--- src/rtl/inst_fetch_pkg.sv ---
// Shared types and constants for the instruction-fetch stage.
package inst_fetch_pkg;

  typedef logic [31:0] inst_addr_t;
  typedef logic [31:0] inst_t;
  typedef logic [7:0]  byte_t;

  localparam inst_t      ZERO_WORD        = 32'h0000_0000;
  localparam inst_addr_t RESET_PC_DEFAULT = 32'h0000_0000;

  typedef enum logic [1:0] {
    LOOKUP = 2'd0,
    FILL   = 2'd1,
    WRITE  = 2'd2
  } fetch_state_t;

endpackage

--- src/rtl/inst_fetch.sv ---
// Instruction-fetch stage: looks the PC up in the instruction cache, fills
// misses one byte at a time from the memory controller, and hands
// (pc, instruction) pairs to IF/ID.
//
// state  | meaning
// -------+---------------------------------------------------------------
// LOOKUP | present pc to cache; deliver on hit, start fill on miss
// FILL   | request bytes pc+byte_cnt, assemble little-endian into buffer
// WRITE  | one cycle writing buffer into the cache line for pc
module inst_fetch
  import inst_fetch_pkg::*;
#(
  parameter int                    ADDR_WIDTH = 32,
  parameter int                    INST_WIDTH = 32,
  parameter logic [ADDR_WIDTH-1:0] RESET_PC   = RESET_PC_DEFAULT
) (
  input  logic                  clk,
  input  logic                  rst,
  input  logic                  rdy,
  input  logic                  stall_i,
  input  logic                  jump_i,
  input  logic [ADDR_WIDTH-1:0] jump_addr_i,
  output logic [ADDR_WIDTH-1:0] cache_addr_o,
  input  logic [INST_WIDTH-1:0] cache_data_i,
  input  logic                  cache_hit_i,
  output logic                  cache_work_o,
  output logic [INST_WIDTH-1:0] cache_data_o,
  output logic                  mem_req_o,
  output logic [ADDR_WIDTH-1:0] mem_addr_o,
  input  logic                  mem_valid_i,
  input  logic [7:0]            mem_data_i,
  output logic                  inst_valid_o,
  output logic [INST_WIDTH-1:0] inst_o,
  output logic [ADDR_WIDTH-1:0] pc_o
);

  localparam int BYTES = INST_WIDTH / 8;
  localparam int CNT_W = $clog2(BYTES);
  localparam logic [CNT_W-1:0]      LAST_BYTE = CNT_W'(BYTES - 1);
  localparam logic [ADDR_WIDTH-1:0] PC_STEP   = ADDR_WIDTH'(BYTES);

  fetch_state_t            state, state_n;
  logic [ADDR_WIDTH-1:0]   pc, pc_n;
  logic [CNT_W-1:0]        byte_cnt, cnt_n;
  logic [INST_WIDTH-1:0]   buffer, buf_n;
  logic                    valid_n;
  logic [INST_WIDTH-1:0]   inst_n;
  logic [ADDR_WIDTH-1:0]   pco_n;
  logic [ADDR_WIDTH-1:0]   fill_addr;

  assign fill_addr = pc + {{(ADDR_WIDTH-CNT_W){1'b0}}, byte_cnt};

  // Cache and memory-side outputs decode straight from the current state.
  always_comb begin
    cache_addr_o = pc;
    cache_data_o = buffer;
    cache_work_o = rdy && (state == WRITE);
    mem_req_o    = rdy && (state == FILL);
    mem_addr_o   = (state == FILL) ? fill_addr : pc;
  end

  // Next-state and next-output logic; a redirect overrides everything.
  always_comb begin
    state_n = state;
    pc_n    = pc;
    cnt_n   = byte_cnt;
    buf_n   = buffer;
    valid_n = inst_valid_o;
    inst_n  = inst_o;
    pco_n   = pc_o;
    if (jump_i) begin
      pc_n    = {jump_addr_i[ADDR_WIDTH-1:2], 2'b00};
      state_n = LOOKUP;
      cnt_n   = '0;
      valid_n = 1'b0;
    end else begin
      case (state)
        LOOKUP: begin
          if (cache_hit_i) begin
            if (!stall_i) begin
              valid_n = 1'b1;
              inst_n  = cache_data_i;
              pco_n   = pc;
              pc_n    = pc + PC_STEP;
            end
          end else begin
            state_n = FILL;
            cnt_n   = '0;
            if (!stall_i) valid_n = 1'b0;
          end
        end
        FILL: begin
          // Once IF/ID has taken the last instruction, nothing is pending.
          if (!stall_i) valid_n = 1'b0;
          if (mem_valid_i) begin
            buf_n[8*byte_cnt +: 8] = mem_data_i;
            cnt_n = byte_cnt + 1'b1;
            if (byte_cnt == LAST_BYTE) state_n = WRITE;
          end
        end
        WRITE: begin
          if (!stall_i) valid_n = 1'b0;
          state_n = LOOKUP;
        end
        default: state_n = LOOKUP;
      endcase
    end
  end

  // State and output registers; rdy low freezes everything.
  always_ff @(posedge clk) begin
    if (rst) begin
      state        <= LOOKUP;
      pc           <= RESET_PC;
      byte_cnt     <= '0;
      buffer       <= '0;
      inst_valid_o <= 1'b0;
      inst_o       <= '0;
      pc_o         <= '0;
    end else if (rdy) begin
      state        <= state_n;
      pc           <= pc_n;
      byte_cnt     <= cnt_n;
      buffer       <= buf_n;
      inst_valid_o <= valid_n;
      inst_o       <= inst_n;
      pc_o         <= pco_n;
    end
  end

endmodule

--- config.mk ---
export PLATFORM = sky130hd
export DESIGN_NAME = inst_fetch
export DESIGN_NICKNAME = d
export VERILOG_FILES = /design/src/rtl/inst_fetch_pkg.sv /design/src/rtl/inst_fetch.sv
export SDC_FILE = /design/constraint.sdc
export NUM_CORES = 1
export LEC_CHECK = 0
export ABC_CLOCK_PERIOD_IN_PS = 2400
export CAP_MARGIN = 10
export CORE_UTILIZATION = 32
export CTS_CLUSTER_SIZE = 28
export DETAILED_ROUTE_END_ITERATION = 7
export GPL_TIMING_DRIVEN = 1
export PLACE_DENSITY = 0.67
export SLEW_MARGIN = 20
export SYNTH_ARGS = -nofsm -noshare
export SYNTH_HDL_FRONTEND = slang
export SYNTH_SLANG_ARGS = --single-unit
--- constraint.sdc ---
create_clock -name clk -period 2.4 [get_ports clk]
set_input_delay 0.48 -clock clk [delete_from_list [all_inputs] [get_ports clk]]
set_output_delay 0.48 -clock clk [all_outputs]
set_load 0.005 [all_outputs]
==> key figures <==
Outcome
  • Status: finished clean

Setup path
  • CP Cell Sequence: inv_1 -> ha_1 -> and2_1 -> clkdlybuf4s50_1
  • Worst EP required: ~1.9 ns
  • Crit path largest cell delay: 0.50 ns
  • CP Class: flop to primary output
  • Crit path max fanout: 5
  • Crit path max-delay family: buffers and inverters
  • WP buf/inv: 2
  • Critical Path Start Type: flop
  • Endpoint type of the worst setup path: primary output
  • Critical-path top delay cell: clkdlybuf4s50_1
  • Arr. time, crit path: 1.73 ns

Route
  • DR iter-0 viols: 281
  • Drt wl/cell: 15.86 um
  • Post-route antenna net violation count: 0
  • Avg Vias per Cell: between 4 and 5
  • WL final: between 15000 and 20000 um
  • Via Count: between 5000 and 6000
  • Pre-antenna DRT Iters: 4
  • Number of remaining DRC errors: 0

Placed design
  • Cells after DPL: about 1200
  • Buffers added on ports: 235
  • Final Wtd Congestion: approximately 0.83
  • DP HPWL: between 10000 and 15000 um

Yosys
  • Post-synthesis sequential area ratio: 0.4423
  • Synth async-reset ratio: 0
  • Flops & latches, synth: 129
  • Post-Syn Area per Cell: 7.724 um2
  • Number of flops mapped to enable cells by yosys: 0
  • Synth top area share: 0.4423
  • Largest area contributor in the netlist: dfxtp_1
  • Mapped Area: a little under 6000 um2
  • Largest cells by area after synthesis: dfxtp_1, nand2_1, a21oi_1
  • Syn Inst Count: approximately 760
  • Post-synth top flop: dfxtp_1
  • Synth Warn #: 0
  • Synth cell types: 60

Floorplan
  • Die W: 137.1 um
  • Die area: 18790 um2
  • Cell Rows: between 40 and 50
  • Die Ht: about 140 um
  • Core ar.: 17900 um2
  • Starting density of the core: 0.3262
  • Ports: 242

Global routing
  • Initial antenna violation count: 0
  • Gr ovfl total: 0
  • First-pass GRT wire length: between 20000 and 30000 um
  • Vias in the first global route: around 5300
  • GRT Resource Usage Total: 0.2015
  • Largest net degree at the start of global routing: 51

STA
  • # setup viols final: 0
  • Slew HR: 0.6371
  • RSZ-0062 raised after global routing: no
  • Fmax: around 450 MHz
  • Fin. max-slew vios: 0
  • Final setup skew: ~0.006 ns
  • Final Hold Slack: approximately 0.45 ns
  • Period utilisation layout: 0.9191
  • TNS Setup: 0 ns
  • Fin crit period: 2.206 ns
  • Final hold violation count: 0
  • Least-Margin Pin Slew: 0.5403 ns

Clock network
  • CTS tree: yes
  • Clock Path Buffers: 2
  • Latest clock arrival within the worst-skew pair: 0.41 ns
  • Postcts setup bufs: 0
  • # H-tree levels: 4
  • Reg clk slew, reported paths: roughly 0.06 ns
  • Total CTS buffers: 17
  • Total of hold buffers inserted after clock tree synthesis: 0
  • Root buffer cell: clkbuf_16
  • CTS sink cnt: about 130
  • Cts repair resizes: 0

Power and ir drop
  • Peak VDD IR: 0.4333 mV
  • Pwr Density: 639.4 nW/um2
  • Lkg Pwr: ~3.2 nW

Worst hold path
  • HP Class: flop to flop

Finish
  • Final cell count without fillers: roughly 1200
  • Fill cells: between 1500 and 2000
  • Ratio of cells with drive above 1 in the final layout: 0.08504
  • P&R area growth vs syn: 54.94%
  • Final nets: between 1000 and 1500
  • Antenna cells: 0

Job
  • Maxcap violations: 0
where the power goes:
| part | internal [mW] | total [mW] | switching, mW |
|---|---|---|---|
| Sequential | 2.19 | 2.25 | 0.0620 |
| Clock | 1.95 | 2.94 | 0.986 |
| Combinational | 0.331 | 0.596 | 0.265 |
| Total | 4.47 | 5.78 | 1.31 |
cell families (layout without fill, tap and decap cells):
group / count (synthesis) / in the layout / share of synthesized area
mux: 9 / 9 / 0.01586
fa+ha+maj: 11 / 11 / 0.02357
buf+inv: 94 / 311 / 0.07435
flops: 129 / 129 / 0.4423
compound gates: 185 / 185 / 0.1821
other cells: 1 / 4 / 0.0006422
simple gates: 327 / 327 / 0.2612
metrics by stage:
stage	setup WS [ns]	instance area, um2	total power [mW]	util
2_1_floorplan	0.6642	5851	2.536	-
3_3_place_gp	0.1619	8381	2.888	0.4681
3_5_place_dp	0.1370	8381	2.892	0.4681
4_1_cts	0.1611	9047	5.851	0.5054
5_1_grt	0.06689	9047	5.999	0.5054
6_report	0.1941	9047	5.785	0.5054
Yosys cell counts (all sizes together), types with 5 or more instances:
master	n
dfxtp	129
o31ai	5
ha	11
clkbuf	64
o22ai	6
a22oi	8
buf	16
and2	9
a211oi	6
a31oi	5
nor2	41
and3	17
nand4	7
a21oi	118
mux2i	7
o21ai	18
nor3	8
nand3	49
nand2	182
inv	12
flip-flops by register name, indices dropped and copies added (netlist names):
signal	count
state	2
pc_o	30
cache_data_o	32
byte_cnt	2
inst_valid_o	1
cache_addr_o	30
inst_o	32
worst reg2reg max path: cells and delay by family, from the launching register on:
kind / cells / cell delay [ns]
compound gates: 2 / 0.27
flops: 1 / 0.55
simple gates: 3 / 1.00
worst paths after layout:
path | startpoint | endpoint | slack [ns] | depth (start not counted)
worst min register to register | cache_data_o[31]$_SDFFE_PP0P_ | cache_data_o[31]$_SDFFE_PP0P_ | 0.45 | 2
worst max register to register | cache_addr_o[11]$_SDFFE_PP0N_ | cache_addr_o[25]$_SDFFE_PP0N_ | 0.49 | 5
worst max-delay path | state[1]$_SDFFE_PP0P_ | mem_addr_o[0] | 0.19 | 4
worst min-delay path | cache_data_o[31]$_SDFFE_PP0P_ | cache_data_o[31]$_SDFFE_PP0P_ | 0.45 | 2
layer usage:
| layer | routed length (um) | GRT usage | vias up |
|---|---|---|---|
| met4 | 400 | 0.09096 | 0 |
| met5 | 0 | 0 | - |
| met3 | 1306 | 0.06185 | 22 |
| met2 | 9212 | 0.3308 | 197 |
| met1 | 8187 | 0.2401 | 2755 |
| li1 | - | - | 2980 |
layout by cell type (no fill, tap or decap), types with 8 or more instances in the layout:
master	n
a21oi_1	118
a22oi_1	8
and2_1	9
and3_1	15
buf_4	30
clkbuf_16	17
clkdlybuf4s50_1	233
dfxtp_1	129
ha_1	11
inv_1	11
nand2_1	179
nand3_1	45
nor2_1	40
o21ai_0	17
layout make-up:
cell class / count / area (um2) / area share
Multi-Input combinational cell: 536 / 2844 / 0.3143
Tap cell: 229 / 286.5 / 0.03167
Timing Repair Buffer: 267 / 2623 / 0.2899
Inverter: 12 / 45.04 / 0.004979
Clock buffer: 19 / 432.9 / 0.04785
Clock inverter: 13 / 234.0 / 0.02586
Sequential cell: 129 / 2582 / 0.2854
(Power assumes the default switching activity.)
